<file path="src/rtl/serial_sub.sv">
// Bit-serial unsigned subtractor: one full-subtractor cell plus a registered borrow,
// LSB first, with parallel operand load and result return over valid/ready handshakes.
//
// state | meaning
// ------+-----------------------------------------------------------
// IDLE  | waiting for operands; in_ready high once out of reset
// RUN   | one difference bit per edge, WIDTH edges total
// DONE  | diff/borrow presented with out_valid until out_ready
module serial_sub #(
    parameter int WIDTH = 8
) (
    input  logic             clk,
    input  logic             rst_n,
    input  logic             in_valid,
    output logic             in_ready,
    input  logic [WIDTH-1:0] a,
    input  logic [WIDTH-1:0] b,
    output logic             out_valid,
    input  logic             out_ready,
    output logic [WIDTH-1:0] diff,
    output logic             borrow
);

    localparam int CW = (WIDTH > 1) ? $clog2(WIDTH) : 1;
    localparam logic [CW-1:0] CNT_LAST = CW'(WIDTH - 1);

    typedef enum logic [1:0] {
        IDLE = 2'd0,
        RUN  = 2'd1,
        DONE = 2'd2
    } state_t;

    state_t           state;
    logic [WIDTH-1:0] sa;
    logic [WIDTH-1:0] sb;
    logic [WIDTH-1:0] sr;
    logic             br;
    logic [CW-1:0]    cnt;

    logic             d_bit;
    logic             br_next;
    logic [WIDTH-1:0] sr_next;

    always_comb begin
        d_bit   = sa[0] ^ sb[0] ^ br;
        br_next = (~sa[0] & sb[0]) | (~(sa[0] ^ sb[0]) & br);
        sr_next = {d_bit, sr[WIDTH-1:1]};
    end

    always_ff @(posedge clk) begin
        if (!rst_n) begin
            state     <= IDLE;
            sa        <= '0;
            sb        <= '0;
            sr        <= '0;
            br        <= 1'b0;
            cnt       <= '0;
            diff      <= '0;
            borrow    <= 1'b0;
            in_ready  <= 1'b0;
            out_valid <= 1'b0;
        end else begin
            case (state)
                IDLE: begin
                    out_valid <= 1'b0;
                    in_ready  <= 1'b1;
                    // in_ready is still low on the first edge after reset release
                    if (in_valid && in_ready) begin
                        sa       <= a;
                        sb       <= b;
                        sr       <= '0;
                        br       <= 1'b0;
                        cnt      <= '0;
                        in_ready <= 1'b0;
                        state    <= RUN;
                    end
                end
                RUN: begin
                    sa <= sa >> 1;
                    sb <= sb >> 1;
                    sr <= sr_next;
                    br <= br_next;
                    if (cnt == CNT_LAST) begin
                        // cnt holds here so it never wraps inside an operation
                        diff      <= sr_next;
                        borrow    <= br_next;
                        out_valid <= 1'b1;
                        state     <= DONE;
                    end else begin
                        cnt <= cnt + CW'(1);
                    end
                end
                DONE: begin
                    if (out_ready) begin
                        out_valid <= 1'b0;
                        in_ready  <= 1'b1;
                        state     <= IDLE;
                    end
                end
                default: begin
                    out_valid <= 1'b0;
                    in_ready  <= 1'b0;
                    state     <= IDLE;
                end
            endcase
        end
    end

endmodule

</file>
<file path="config.mk">
export PLATFORM = sky130hd
export DESIGN_NAME = serial_sub
export DESIGN_NICKNAME = d
export VERILOG_FILES = /design/src/rtl/serial_sub.sv
export SDC_FILE = /design/constraint.sdc
export NUM_CORES = 1
export LEC_CHECK = 0
export CAP_MARGIN = 10
export CORE_UTILIZATION = 56
export DETAILED_ROUTE_END_ITERATION = 16
export GPL_TIMING_DRIVEN = 0
export PLACE_DENSITY = 0.85
export REMOVE_ABC_BUFFERS = 1
export SKIP_CTS_REPAIR_TIMING = 1
export SLEW_MARGIN = 0
export SYNTH_ARGS = -nofsm -noshare
export SYNTH_HDL_FRONTEND = slang
export SYNTH_SLANG_ARGS = --single-unit
</file>
<file path="constraint.sdc">
create_clock -name clk -period 2.7 [get_ports clk]
set_input_delay 0.27 -clock clk [delete_from_list [all_inputs] [get_ports clk]]
set_output_delay 0.27 -clock clk [all_outputs]
set_load 0.02 [all_outputs]
</file>
==> reports/results.env, run 1 <==
POST-ROUTE-PERIOD-UTIL=0.899
POWER.LEAKAGE_nW=0.802
CRITPATHARRIVALTIME_PS=2670
LAYOUT.NETS=230
CLOCK_TREE.ROOT_CELL='sky130_fd_sc_hd__clkbuf_4'
IO_PINS=31
TIMING.CRITICAL_PATH.MAX_DELAY_FAMILY='flip-flops'
HTREE_NUM_LEVELS=2
ANTENNA-DIODE-COUNT=0
GRT_OVERFLOW_TOTAL=0
GRT_ANTENNA_BEFORE_REPAIR=0
WORSTPATHBUFFERINVERTERCOUNT=0
ANTENNA_VIOLATING_NETS_LEFT=0
DIE_W_MICRONS=58.6
CTS.SINK_COUNT=40
IR_DROP_uV=354
CTS_MADE_BUFFERS=5
CELLS_ALONG_THE_CRITICAL_PATH='nand2b_4 -> mux2_2 -> o311a_1'
DPL-INSTANCE-AREA_SQ_UM=2080
ROUTE.FINAL.WIRE_LENGTH_MM=3.11
START_KIND='flop'
SETUP_VIOLATIONS=0
NETLIST_AREA_SQ_UM=1790
PERIOD_MINUS_SLACK_PS=2430
HOLD_PATH.CLASS='flop to flop'
RD_PLACE_CONGESTION=0.758
MOSTFREQUENTLAYOUTCELL='sky130_fd_sc_hd__dfxtp_1'
MAXSLEWHEADROOM=0.219
FP-ROW-COUNT=20
SYNTH_SEQ_CELLS=40
VIAS_PER_CELL=5.53
WORSTPATHREQUIRED_PS=2950
CHIPHEIGHT_MICRONS=58.6
FIRST_GLOBAL_VIAS=1273
FMAXACHIEVABLE_GHz=0.412
MOST_AREA_HUNGRY_CELL_TYPE_IN_THE_YOSYS_NETLIST='sky130_fd_sc_hd__dfxtp_1'
SYNTH_SEQUENTIAL_AREA_RATIO=0.446
HPWL_MM=2.09
TIMING.FINAL.MAX_SLEW_VIOLATIONS=0
DRT-INITIAL-DRC-COUNT=36
CP_SLOWEST_CELL='sky130_fd_sc_hd__dfxtp_1'
FLOORPLAN.INITIALDENSITY=0.588
FILLERS=249
SYNTH-WARNING-COUNT=0
CLK_TRANSITION_REPORTED_PATHS_PS=110
YOSYSUNIQUECELLTYPES=33
RSZ_0062_RAISED_AFTER_GLOBAL_ROUTING='false'
SYNTH_AREA_LEADERS='sky130_fd_sc_hd__dfxtp_1 45%, sky130_fd_sc_hd__o311a_1 7.3%, sky130_fd_sc_hd__nand2_1 6.9%, sky130_fd_sc_hd__o21bai_1 6.3%, sky130_fd_sc_hd__mux2_4 5.9%'
TIMING.SETUP.CRITICAL_PATH_CLASS='flop to flop'
INSERTION_DELAY_PS=340
FINALCOREUTILIZATION=0.701
CAP_VIOLATIONS=0
SYNTH_TOP_CELL_AREA_SHARE=0.446
SYNTHCELLS=185
TIMING_HOLD_VIOLATIONS_FINAL=0
WORSTSETUPENDPOINTTYPE='flop'
IO_BUFFERS=30
SLOWEST_DELAY_PS=1110
DRT_PASS1_ITERATIONS=4
CTS_TREE='done'
DR_TOTAL_VIAS=1394
RUN_STATUS='complete, no violations'
WORST_CLOCK_SKEW_PS=4.42
LAYOUT.CELLS.MOST_COMMON_LIST='40 x sky130_fd_sc_hd__dfxtp_1, 33 x sky130_fd_sc_hd__nand2_1, 30 x sky130_fd_sc_hd__clkdlybuf4s50_1'
TIGHTESTPINTRANSITION_PS=1170
POWER-PER-CELL-AREA_nW_PER_UM2=531
FLOORPLAN.DIE_AREA_SQ_UM=3430
GRT_UTIL_ALL_LAYERS=0.198
STDCELL_AREA_SQ_UM=2140
CRITICAL_PATH.MAX_FANOUT=38
RRSETUPSLACK_PS=270
AVERAGE_WIRE_PER_STANDARD_CELL_MICRONS=12.3
DETAIL_ROUTE.DRC_VIOLATIONS=0
LAYOUT-DRIVE-GT1-SHARE=0.125
MAX-CLOCK-PATH-BUFFERS=2
POSTSYNTHAREAPERCELL_SQ_UM=9.70
DESIGN.CORE.AREA_SQ_UM=3050
AREAGROWTHSYNTHTOFINISH_PCT=19.3
GRT_FIRST_PASS_WIRELENGTH_MM=5.15
GRT_MAX_DEGREE=39
## synth_stat cells
| cell type | n |
|---|---|
| sky130_fd_sc_hd__nor2_2 | 1 |
| sky130_fd_sc_hd__mux2i_1 | 2 |
| sky130_fd_sc_hd__a21oi_1 | 13 |
| sky130_fd_sc_hd__nand3b_1 | 1 |
| sky130_fd_sc_hd__and2_1 | 1 |
| sky130_fd_sc_hd__ha_1 | 2 |
| sky130_fd_sc_hd__nand2_1 | 33 |
| sky130_fd_sc_hd__inv_1 | 4 |
| sky130_fd_sc_hd__nor3_1 | 1 |
| sky130_fd_sc_hd__nor2_1 | 5 |
| sky130_fd_sc_hd__buf_4 | 2 |
| sky130_fd_sc_hd__nand2b_1 | 3 |
| sky130_fd_sc_hd__dfxtp_1 | 40 |
| sky130_fd_sc_hd__nor2b_1 | 1 |
| sky130_fd_sc_hd__buf_1 | 1 |
| sky130_fd_sc_hd__buf_2 | 5 |
| sky130_fd_sc_hd__mux2_4 | 7 |
| sky130_fd_sc_hd__a211oi_1 | 1 |
| sky130_fd_sc_hd__o21ai_0 | 2 |
| sky130_fd_sc_hd__nand2b_4 | 1 |
| sky130_fd_sc_hd__o22ai_1 | 10 |
| sky130_fd_sc_hd__buf_6 | 2 |
| sky130_fd_sc_hd__and4bb_2 | 1 |
| sky130_fd_sc_hd__o32a_1 | 1 |
| sky130_fd_sc_hd__a2111oi_0 | 1 |
| sky130_fd_sc_hd__and3b_1 | 1 |
| sky130_fd_sc_hd__fa_1 | 1 |
| sky130_fd_sc_hd__o32ai_1 | 1 |
| sky130_fd_sc_hd__o21bai_1 | 15 |
| sky130_fd_sc_hd__o311a_1 | 13 |
| sky130_fd_sc_hd__mux2_2 | 6 |
| sky130_fd_sc_hd__clkbuf_1 | 6 |
| sky130_fd_sc_hd__o311ai_0 | 1 |
## sequential cells by signal (all words and copies together), names as in the netlist, 2 cells and up
register / flops
state: 2
sb: 8
diff: 8
cnt: 3
sr: 7
sa: 8
## per-stage QoR
| step | power (mW) | cells | hold slack, ps | setup WS [ps] | TNS [ps] |
|---|---|---|---|---|---|
| final | 1.14 | 252 | 460 | 272 | 0 |
| after global routing | 1.19 | 252 | 470 | 119 | 0 |
| after CTS | 1.15 | 252 | 461 | 269 | 0 |
| after detailed placement | 0.837 | 244 | 445 | 240 | 0 |
| after global placement | 0.823 | 243 | 441 | -41.7 | -249 |
| after floorplan | 0.770 | 169 | 401 | 642 | 0 |
## power breakdown
group,internal (mW),switching (mW)
Clock,0.124,0.188
Sequential,0.621,0.0197
Combinational,0.105,0.0789
## path summary, 6_finish.rpt
path | from | endpoint | depth (start not counted)
min | diff[1] | diff[1] | 2
max reg2reg | state[1] | sa[4] | 3
max | state[1] | sa[4] | 3
min reg2reg | diff[1] | diff[1] | 2
## routing by layer
layer / GRT usage / routed length [microns] / up-vias
li1: - / - / 713
met1: 0.228 / 1440 / 645
met2: 0.340 / 1490 / 30
met3: 0.0549 / 136 / 6
met4: 0.0952 / 45 / 0
met5: 0 / 0 / -
## worst register-to-register path, cell delays in order (launching register included)
cell and delay, ps:
sky130_fd_sc_hd__dfxtp_1 1110, sky130_fd_sc_hd__nand2b_4 550, sky130_fd_sc_hd__mux2_2 390, sky130_fd_sc_hd__o311a_1 280
## logic make-up after synthesis
kind of cell / count (synthesis) / share of synthesized area
fa+ha+maj: 3 / 0.0251
mux: 15 / 0.107
compound gates: 58 / 0.236
flops: 40 / 0.446
simple gates: 49 / 0.127
buf+inv: 20 / 0.0579
## area by class of cell
class	count	area, sq um	share of cell area
Clock buffer	6	51.3	0.0240
Multi-Input combinational cell	125	893	0.417
Tap cell	44	55.1	0.0257
Clock inverter	2	10.0	0.00468
Sequential cell	40	801	0.374
Inverter	4	15.0	0.00701
Timing Repair Buffer	31	315	0.147
No activity file was read; power rests on OpenSTA's default activity.
==> inputs of run 2 (changes only) <==
SKIP_CTS_REPAIR_TIMING = unset   (was 1)
==> results of run 2 <==
No change in the layout: final DEF, timing and power equal those of run 1.
